==> config.mk <==
export PLATFORM = sky130hd
export DESIGN_NAME = fetch_unit
export DESIGN_NICKNAME = d
export VERILOG_FILES = /design/src/rtl/core_pkg.sv /design/src/rtl/pc_next_logic.sv /design/src/rtl/fetch_unit.sv
export SDC_FILE = /design/constraint.sdc
export NUM_CORES = 1
export LEC_CHECK = 0
export CORE_MARGIN = 5
export CORE_UTILIZATION = 45
export DETAILED_ROUTE_END_ITERATION = 16
export PLACE_DENSITY_LB_ADDON = 0.25
export SLEW_MARGIN = 20
export SYNTH_ARGS = -nofsm -noshare
export SYNTH_HDL_FRONTEND = slang
export SYNTH_SLANG_ARGS = --single-unit
==> constraint.sdc <==
create_clock -name clock -period 5.2 [get_ports clock]
set_input_delay 1.04 -clock clock [delete_from_list [all_inputs] [get_ports clock]]
set_output_delay 1.04 -clock clock [all_outputs]
set_load 0.05 [all_outputs]
==> src/rtl/core_pkg.sv <==
// Shared types and constants for the core front end.
// Holds the fetch FSM encoding, reset PC default, NOP word and instruction size.
package core_pkg;

   typedef enum logic [2:0] {
      ST_BOOT  = 3'd0,
      ST_REQ   = 3'd1,
      ST_WAIT  = 3'd2,
      ST_ISSUE = 3'd3,
      ST_HALT  = 3'd4
   } fetch_state_e;

   localparam logic [31:0] DEF_RESET_PC = 32'h0100_0000;
   localparam logic [31:0] NOP_INST     = 32'h0000_0013;
   localparam int          INST_BYTES   = 4;

endpackage

==> src/rtl/pc_next_logic.sv <==
// Next-PC select and taken-target alignment check (combinational).
// Ports: i_pc, i_pcsel, i_target in; o_next_pc, o_misalign out.
module pc_next_logic
   import core_pkg::*;
#(
   parameter int XLEN = 32
) (
   input  logic [XLEN-1:0] i_pc,
   input  logic            i_pcsel,
   input  logic [XLEN-1:0] i_target,
   output logic [XLEN-1:0] o_next_pc,
   output logic            o_misalign
);

   logic [XLEN-1:0] w_seq_pc;
   logic [XLEN-1:0] w_tgt_pc;

   // Sequential step wraps modulo 2^XLEN.
   assign w_seq_pc = i_pc + XLEN'(INST_BYTES);
   // Bit 0 of a target is dropped, as JALR does.
   assign w_tgt_pc = i_target & ~XLEN'(1);

   assign o_next_pc  = i_pcsel ? w_tgt_pc : w_seq_pc;
   assign o_misalign = i_pcsel & i_target[1];

endmodule

==> src/rtl/fetch_unit.sv <==
// Single-issue fetch sequencer: holds the PC, requests words from imem,
// presents one instruction to execute and steps the PC on accept.
// Ports: clock/reset; PCSel, alu_target from control/ALU; imem_req_* and
// imem_rsp_* to memory; inst_* to execute; misalign_err, retired_count status.
module fetch_unit
   import core_pkg::*;
#(
   parameter int              XLEN     = 32,
   parameter logic [XLEN-1:0] RESET_PC = XLEN'(DEF_RESET_PC)
) (
   input  logic            clock,
   input  logic            reset,
   input  logic            PCSel,
   input  logic [XLEN-1:0] alu_target,
   output logic            imem_req_valid,
   input  logic            imem_req_ready,
   output logic [XLEN-1:0] imem_req_addr,
   input  logic            imem_rsp_valid,
   input  logic [XLEN-1:0] imem_rsp_data,
   output logic            inst_valid,
   input  logic            inst_ready,
   output logic [XLEN-1:0] inst_pc,
   output logic [XLEN-1:0] inst_data,
   output logic            misalign_err,
   output logic [31:0]     retired_count
);

   fetch_state_e    r_state;
   logic [XLEN-1:0] r_pc;
   logic            r_req_valid;
   logic            r_inst_valid;
   logic [XLEN-1:0] r_inst_pc;
   logic [XLEN-1:0] r_inst_data;
   logic            r_misalign;
   logic [31:0]     r_retired;

   logic [XLEN-1:0] w_next_pc;
   logic            w_misalign;
   logic            w_accept;

   pc_next_logic #(.XLEN(XLEN)) u_pc_next (
      .i_pc       (r_pc),
      .i_pcsel    (PCSel),
      .i_target   (alu_target),
      .o_next_pc  (w_next_pc),
      .o_misalign (w_misalign)
   );

   assign w_accept = r_inst_valid & inst_ready;

   always_ff @(posedge clock or posedge reset) begin
      if (reset) begin
         r_state      <= ST_BOOT;
         r_pc         <= RESET_PC;
         r_req_valid  <= 1'b0;
         r_inst_valid <= 1'b0;
         r_inst_pc    <= RESET_PC;
         r_inst_data  <= XLEN'(NOP_INST);
         r_misalign   <= 1'b0;
         r_retired    <= 32'd0;
      end else begin
         unique case (r_state)
            ST_BOOT: begin
               r_state     <= ST_REQ;
               r_req_valid <= 1'b1;
            end
            ST_REQ: begin
               if (imem_req_ready) begin
                  r_state     <= ST_WAIT;
                  r_req_valid <= 1'b0;
               end
            end
            ST_WAIT: begin
               if (imem_rsp_valid) begin
                  r_state      <= ST_ISSUE;
                  r_inst_data  <= imem_rsp_data;
                  r_inst_pc    <= r_pc;
                  r_inst_valid <= 1'b1;
               end
            end
            ST_ISSUE: begin
               // Responses arriving here are stray and never captured.
               if (w_accept) begin
                  r_retired    <= r_retired + 32'd1;
                  r_inst_valid <= 1'b0;
                  if (w_misalign) begin
                     // PC keeps the faulting instruction's address.
                     r_misalign <= 1'b1;
                     r_state    <= ST_HALT;
                  end else begin
                     r_pc        <= w_next_pc;
                     r_req_valid <= 1'b1;
                     r_state     <= ST_REQ;
                  end
               end
            end
            ST_HALT: begin
               r_req_valid  <= 1'b0;
               r_inst_valid <= 1'b0;
            end
            default: begin
               r_state      <= ST_HALT;
               r_req_valid  <= 1'b0;
               r_inst_valid <= 1'b0;
            end
         endcase
      end
   end

   assign imem_req_valid = r_req_valid;
   assign imem_req_addr  = r_pc;
   assign inst_valid     = r_inst_valid;
   assign inst_pc        = r_inst_pc;
   assign inst_data      = r_inst_data;
   assign misalign_err   = r_misalign;
   assign retired_count  = r_retired;

endmodule

==> impl_metrics.yaml, run 1 <==
status:
  status: "finished clean"
cells_and_area:
  nets: 816
  synthToLayoutAreaGrowth_pct: 42.3
  final_area_sq_um: 8940
  stdcell_count: 937
  diodes: 0
  seqCellArea_sq_um: 3310
  fillers: 1102
  multi_input_area_sq_um: 2800
  drive_gt1_frac: 0.162
pwr:
  ir_worst_vdd_mv: 0.188
  switching_share: 0.406
  p_clk_frac: 0.253
  internal-power_mw: 2.64
  p_switching_mw: 1.80
  seqPwrFrac: 0.339
  power_frac_comb: 0.408
  p_leak_nw: 3.66
  power_mw: 4.43
  power.density_nw_per_um2: 496
global_route:
  grt_pass1_wl_microns: 26500
  grt_remaining_overflow: 0
  first_global_vias: 4975
  grt.total_usage: 0.205
  antenna_found_initial: 0
  grt_start_max_net_pins: 106
detailed_routing:
  vias: 5118
  maxUsedRoutingLayer: "met4"
  wl_met1_microns: 7130
  drc: 0
  post_drt_wl_per_cell_microns: 17.8
  via_per_inst: 5.46
  first_pass_iters: 4
  drtIter0Drc: 268
  ant_nets: 0
  routed-wl-met2_microns: 8230
  wl_met3_microns: 1010
  routed_wl_microns: 16700
flow_run:
  maxCapViolCount: 0
worst_setup_path:
  reg2reg_slack_ns: 2.85
  slowest_stage: "clkdlybuf4s50_1"
  critical-path-max-stage-delay_ns: 0.87
  cp-start-kind: "flop"
  end_kind: "output port"
  r2r_cells: 5
  critPathMaxFanout: 12
  worstPathArrival_ns: 1.93
  critical_path_depth: 1
  crit_path_start: "imem_req_addr[24]"
  path_buf_inv: 1
  reg2reg_from: "imem_req_addr[10]"
  crit_required_ns: 4.16
  endpoint: "imem_req_addr[24]"
  r2r_end: "imem_req_addr[26]"
  path_cells: "clkdlybuf4s50_1"
  crit_type: "flop to output port"
  path_delay_family: "buffers and inverters"
synthesis:
  ys_seq_elements: 132
  synth_top_area_frac: 0.506
  synth_cells: 562
  async_reset_ff_frac: 1.00
  synth-seq-area-share: 0.527
  yosys.cell_types.count: 65
  syn_avg_cell_area_sq_um: 11.2
  synth_edf_count: 0
  netlist_area_sq_um: 6280
  ys.warnings.count: 0
  synth_ff_type: "dfrtp_1"
  netlist_top_cells_count: "127 x dfrtp_1, 65 x mux2_2, 32 x nand2_1"
  yosys.area.top_type: "dfrtp_1"
  synth_most_common_cell: "dfrtp_1"
  synth_area_leaders: "dfrtp_1 51%, mux2_2 12%, xnor2_1 3.1%, a21oi_1 2.4%, dfstp_2 2.1%"
clocking:
  cts_buffers: 17
  cts_tree: "yes"
  cts_hold_buf: 0
  cts_root_buffer: "clkbuf_16"
  cts.sinks: 132
  clock_path_buffers: 2
  clk_latency_ns: 0.42
  clkTransAtPathRegs_ns: 0.06
  ctsHtreeMaxLevel: 4
  cts_setup_buffers: 0
  cts_resized: 0
timing:
  fin_crit_sh: 0.572
  fin_worst_skew_ns: 0.00936
  worst_slew_pin_slew_ns: 0.933
  slew_headroom: 0.378
  fmax_ghz: 0.336
  hold_ws_ns: 0.480
  final-setup-viol-count: 0
  slew_violations: 0
  setup-tns-final_ns: 0
  fin_crit_ns: 2.97
  rsz0062_at_grt: "false"
  hold_violations: 0
die:
  die_w_microns: 128
  core_area_sq_um: 13800
  start_util: 0.456
  io_pins: 201
  die_h_microns: 128
  die_area_sq_um: 16400
  rows: 43
placed_design:
  dpl_cell_area_sq_um: 8370
  io_buffers: 197
  dp_cells: 905
  hpwlAfterDp_microns: 11800
  gp_congestion: 0.769
min_path:
  hold_class: "flop to flop"
## power groups by stage
stage / sequential (mW) / clock [mW] / combinational, mW
6_report: 1.50 / 1.12 / 1.81
5_1_grt: 1.54 / 1.19 / 1.88
4_1_cts: 1.50 / 1.15 / 1.83
3_5_place_dp: 1.52 / 0 / 1.82
3_3_place_gp: 1.50 / 0 / 1.80
2_1_floorplan: 2.28 / 0 / 0.408
## worst min path at each step
stage | from | end | slack [ns] | depth (start not counted)
5_1_grt | retired_count[31] | retired_count[31] | 0.49 | 1
2_1_floorplan | r_state[0] | r_state[0] | 0.57 | 2
3_3_place_gp | retired_count[31] | retired_count[31] | 0.46 | 1
6_report | retired_count[31] | retired_count[31] | 0.48 | 1
4_1_cts | retired_count[31] | retired_count[31] | 0.48 | 1
3_5_place_dp | retired_count[31] | retired_count[31] | 0.47 | 1
## sequential cells by signal (all words and copies together) (netlist names)
| name | cells |
|---|---|
| imem_req_valid | 1 |
| retired_count | 32 |
| imem_req_addr | 31 |
| misalign_err | 1 |
| inst_data | 32 |
| inst_valid | 1 |
| inst_pc | 31 |
| r_state | 3 |
## through the flow
step           utilization  worst slack, ns
6_report             0.649             2.23
5_1_grt              0.649             2.17
4_1_cts              0.649             2.10
3_5_place_dp         0.608             1.66
3_3_place_gp         0.608             1.71
2_1_floorplan            -            0.642
## placed cells by master (no fill, tap or decap), drive strengths merged, types with 16 or more instances in the layout
master           n
nand4           16
dfrtp          127
clkbuf          19
nand3           23
a21oi           30
mux2            65
nor3            22
xnor2           22
nor2            27
clkdlybuf4s50  197
nand2           32
## cells by family (layout without fill, tap and decap cells)
logic type               Yosys count  after routing  synth area share
AND/OR/NAND/NOR                  182            182             0.165
flip-flops                       132            132             0.527
AO/OA/AOI/OAI                     94             94             0.101
multiplexers                      71             71             0.126
buffers and inverters             49            243            0.0335
XOR/XNOR                          31             31            0.0432
adder cells (fa/ha/maj)            2              2           0.00398
other                              1              2          0.000597
## area by class of cell
type,instances,share of cell area
Clock buffer,19,0.0507
Clock inverter,13,0.0122
Inverter,9,0.00434
Multi-Input combinational cell,382,0.313
Sequential cell,132,0.370
Tap cell,180,0.0252
Timing Repair Buffer,202,0.225
## metal layers
| layer | GRT usage | up-vias |
|---|---|---|
| li1 | - | 2428 |
| met5 | 0 | - |
| met3 | 0.0550 | 23 |
| met2 | 0.331 | 173 |
| met4 | 0.0755 | 0 |
| met1 | 0.265 | 2494 |
(Power assumes the default switching activity.)
==> run 2: changes to the inputs <==
--- a/config.mk
+++ b/config.mk
@@ -6,7 +6,7 @@
 export NUM_CORES = 1
 export LEC_CHECK = 0
 export CORE_MARGIN = 5
-export CORE_UTILIZATION = 45
+export CORE_UTILIZATION = 42
 export DETAILED_ROUTE_END_ITERATION = 16
 export PLACE_DENSITY_LB_ADDON = 0.25
 export SLEW_MARGIN = 20
==> constraint.sdc (replaced) <==
create_clock -name clock -period 2.5 [get_ports clock]
set_input_delay 0.5 -clock clock [delete_from_list [all_inputs] [get_ports clock]]
set_output_delay 0.5 -clock clock [all_outputs]
set_load 0.05 [all_outputs]
==> run 2 against run 1 <==
Count of clock-buffer cells in the layout is 2 higher. Global-route usage fell by 1.0 points. Sequential power grew 110%. Final area rose by 3.7%. Critical path type unchanged. Highest routed layer unchanged.
==> impl_metrics.yaml, run 2 (same netlist as run 1, synthesis figures left out) <==
status:
  status: "finished clean"
cells_and_area:
  mostFrequentLayoutCell: "clkdlybuf4s50_1"
  synthToLayoutAreaGrowth_pct: 47.5
  fin_util: 0.635
  final_cell_mix: "197 x clkdlybuf4s50_1, 127 x dfrtp_1, 65 x mux2_2"
  seqCellArea_sq_um: 3310
  final_area_sq_um: 9270
  drive_gt1_frac: 0.191
  diodes: 0
  fillers: 1128
  multi_input_area_sq_um: 2790
  nets: 846
timing:
  hold_violations: 0
  fin_crit_ns: 2.42
  fmax_ghz: 0.413
  fin_worst_skew_ns: 0.0106
  worst_slew_pin_slew_ns: 0.557
  fin_crit_sh: 0.969
  slew_headroom: 0.628
  rsz0062_at_grt: "false"
  slew_violations: 0
  final-setup-viol-count: 0
placed_design:
  io_buffers: 197
  dpl_cell_area_sq_um: 8650
  gp_congestion: 0.869
  hpwlAfterDp_microns: 12500
detailed_routing:
  first_pass_iters: 5
  via_per_inst: 5.39
  drc: 0
  vias: 5224
  routed_wl_microns: 17300
  ant_nets: 0
  post_drt_wl_per_cell_microns: 17.8
  drtIter0Drc: 277
min_path:
  hold_class: "flop to flop"
  worstHoldPathCells: 1
global_route:
  use_met3: 0.0534
  grt.total_usage: 0.195
  antenna_found_initial: 0
  grt.busiest_layer: "met2"
  grt_pass1_wl_microns: 27800
  grt_remaining_overflow: 0
  grt_start_max_net_pins: 90
  use_met1: 0.250
  first_global_vias: 5272
  gr-usage-met2: 0.319
clocking:
  cts.sinks: 132
  cts_setup_buffers: 0
  ctsHtreeMaxLevel: 4
  cts_tree: "yes"
  clkTransAtPathRegs_ns: 0.06
  cts_resized: 0
  cts_buffers: 17
  cts_root_buffer: "clkbuf_16"
  cts_hold_buf: 0
  clock_path_buffers: 2
  clk_latency_ns: 0.41
worst_setup_path:
  slowest_stage: "clkdlybuf4s50_1"
  path_buf_inv: 1
  crit_type: "flop to output port"
  crit_required_ns: 2.00
  path_delay_family: "buffers and inverters"
  cp-start-kind: "flop"
  critical-path-max-stage-delay_ns: 0.86
  r2r_cells: 5
  end_kind: "output port"
  path_cells: "clkdlybuf4s50_1"
  worstPathArrival_ns: 1.92
  critPathMaxFanout: 12
  critical_path_depth: 1
die:
  core_area_sq_um: 14600
  die_w_microns: 132
  rows: 44
  die_h_microns: 132
  start_util: 0.431
  die_area_sq_um: 17500
  io_pins: 201
pwr:
  power.density_nw_per_um2: 1030
  ir_worst_vdd_mv: 0.440
  p_leak_nw: 3.85
flow_run:
  maxCapViolCount: 0
run 2: cell count changes in the layout (fill, tap and decap cells not counted), sizes merged:
cell      delta
bufinv       +3
inv          -2
buf         +30
clkinvlp     -3
clkinv       -1
clkbuf       +2
run 2: metal layers:
| metal | up-vias | wire length (microns) |
|---|---|---|
| met5 | - | 0 |
| met4 | 0 | 287 |
| met3 | 19 | 1070 |
| met2 | 171 | 8570 |
| met1 | 2553 | 7330 |
| li1 | 2481 | - |
run 2: worst paths after layout:
kind	end	from	slack, ns
worst max-delay path	imem_req_addr[24]	imem_req_addr[24]	0.08
worst min-delay path	retired_count[31]	retired_count[31]	0.49
worst max register to register	retired_count[28]	r_state[0]	0.33
worst min register to register	retired_count[31]	retired_count[31]	0.49
max in group asynchronous	retired_count[2]	reset	1.48
min in group asynchronous	inst_data[23]	reset	0.58
run 2: layout make-up:
cell class,instances,share of cell area
inverter,9,0.00405
clock buffer,21,0.0497
clock inverter,10,0.0167
tap,184,0.0248
multi-input combinational,382,0.301
timing repair buffer,232,0.247
sequential,132,0.357
run 2: power breakdown:
group | internal (mW) | switching [mW] | total (mW) | leakage [nW]
Combinational | 1.45 | 2.41 | 3.85 | 1.86
Clock | 1.71 | 0.899 | 2.61 | 0.299
Sequential | 2.67 | 0.413 | 3.08 | 1.70
run 2: metrics by stage:
stage	TNS, ns	setup WS [ns]	hold slack [ns]	total power, mW	instances
final	0	0.0773	0.485	9.54	970
after global routing	0	0.0187	0.503	9.93	970
after CTS	0	0.0566	0.489	9.65	970
after detailed placement	-0.347	-0.0856	0.482	7.01	939
after global placement	-0.227	-0.0670	0.471	6.91	939
after floorplan	0	0.236	0.569	5.59	563
==> run 3: changes to the inputs <==
--- a/config.mk
+++ b/config.mk
@@ -9,6 +9,7 @@
 export CORE_UTILIZATION = 42
 export DETAILED_ROUTE_END_ITERATION = 16
 export PLACE_DENSITY_LB_ADDON = 0.25
+export SKIP_CTS_REPAIR_TIMING = 1
 export SLEW_MARGIN = 20
 export SYNTH_ARGS = -nofsm -noshare
 export SYNTH_HDL_FRONTEND = slang
==> results of run 3 <==
The final DEF is identical to that of run 2; final timing and power are the same.
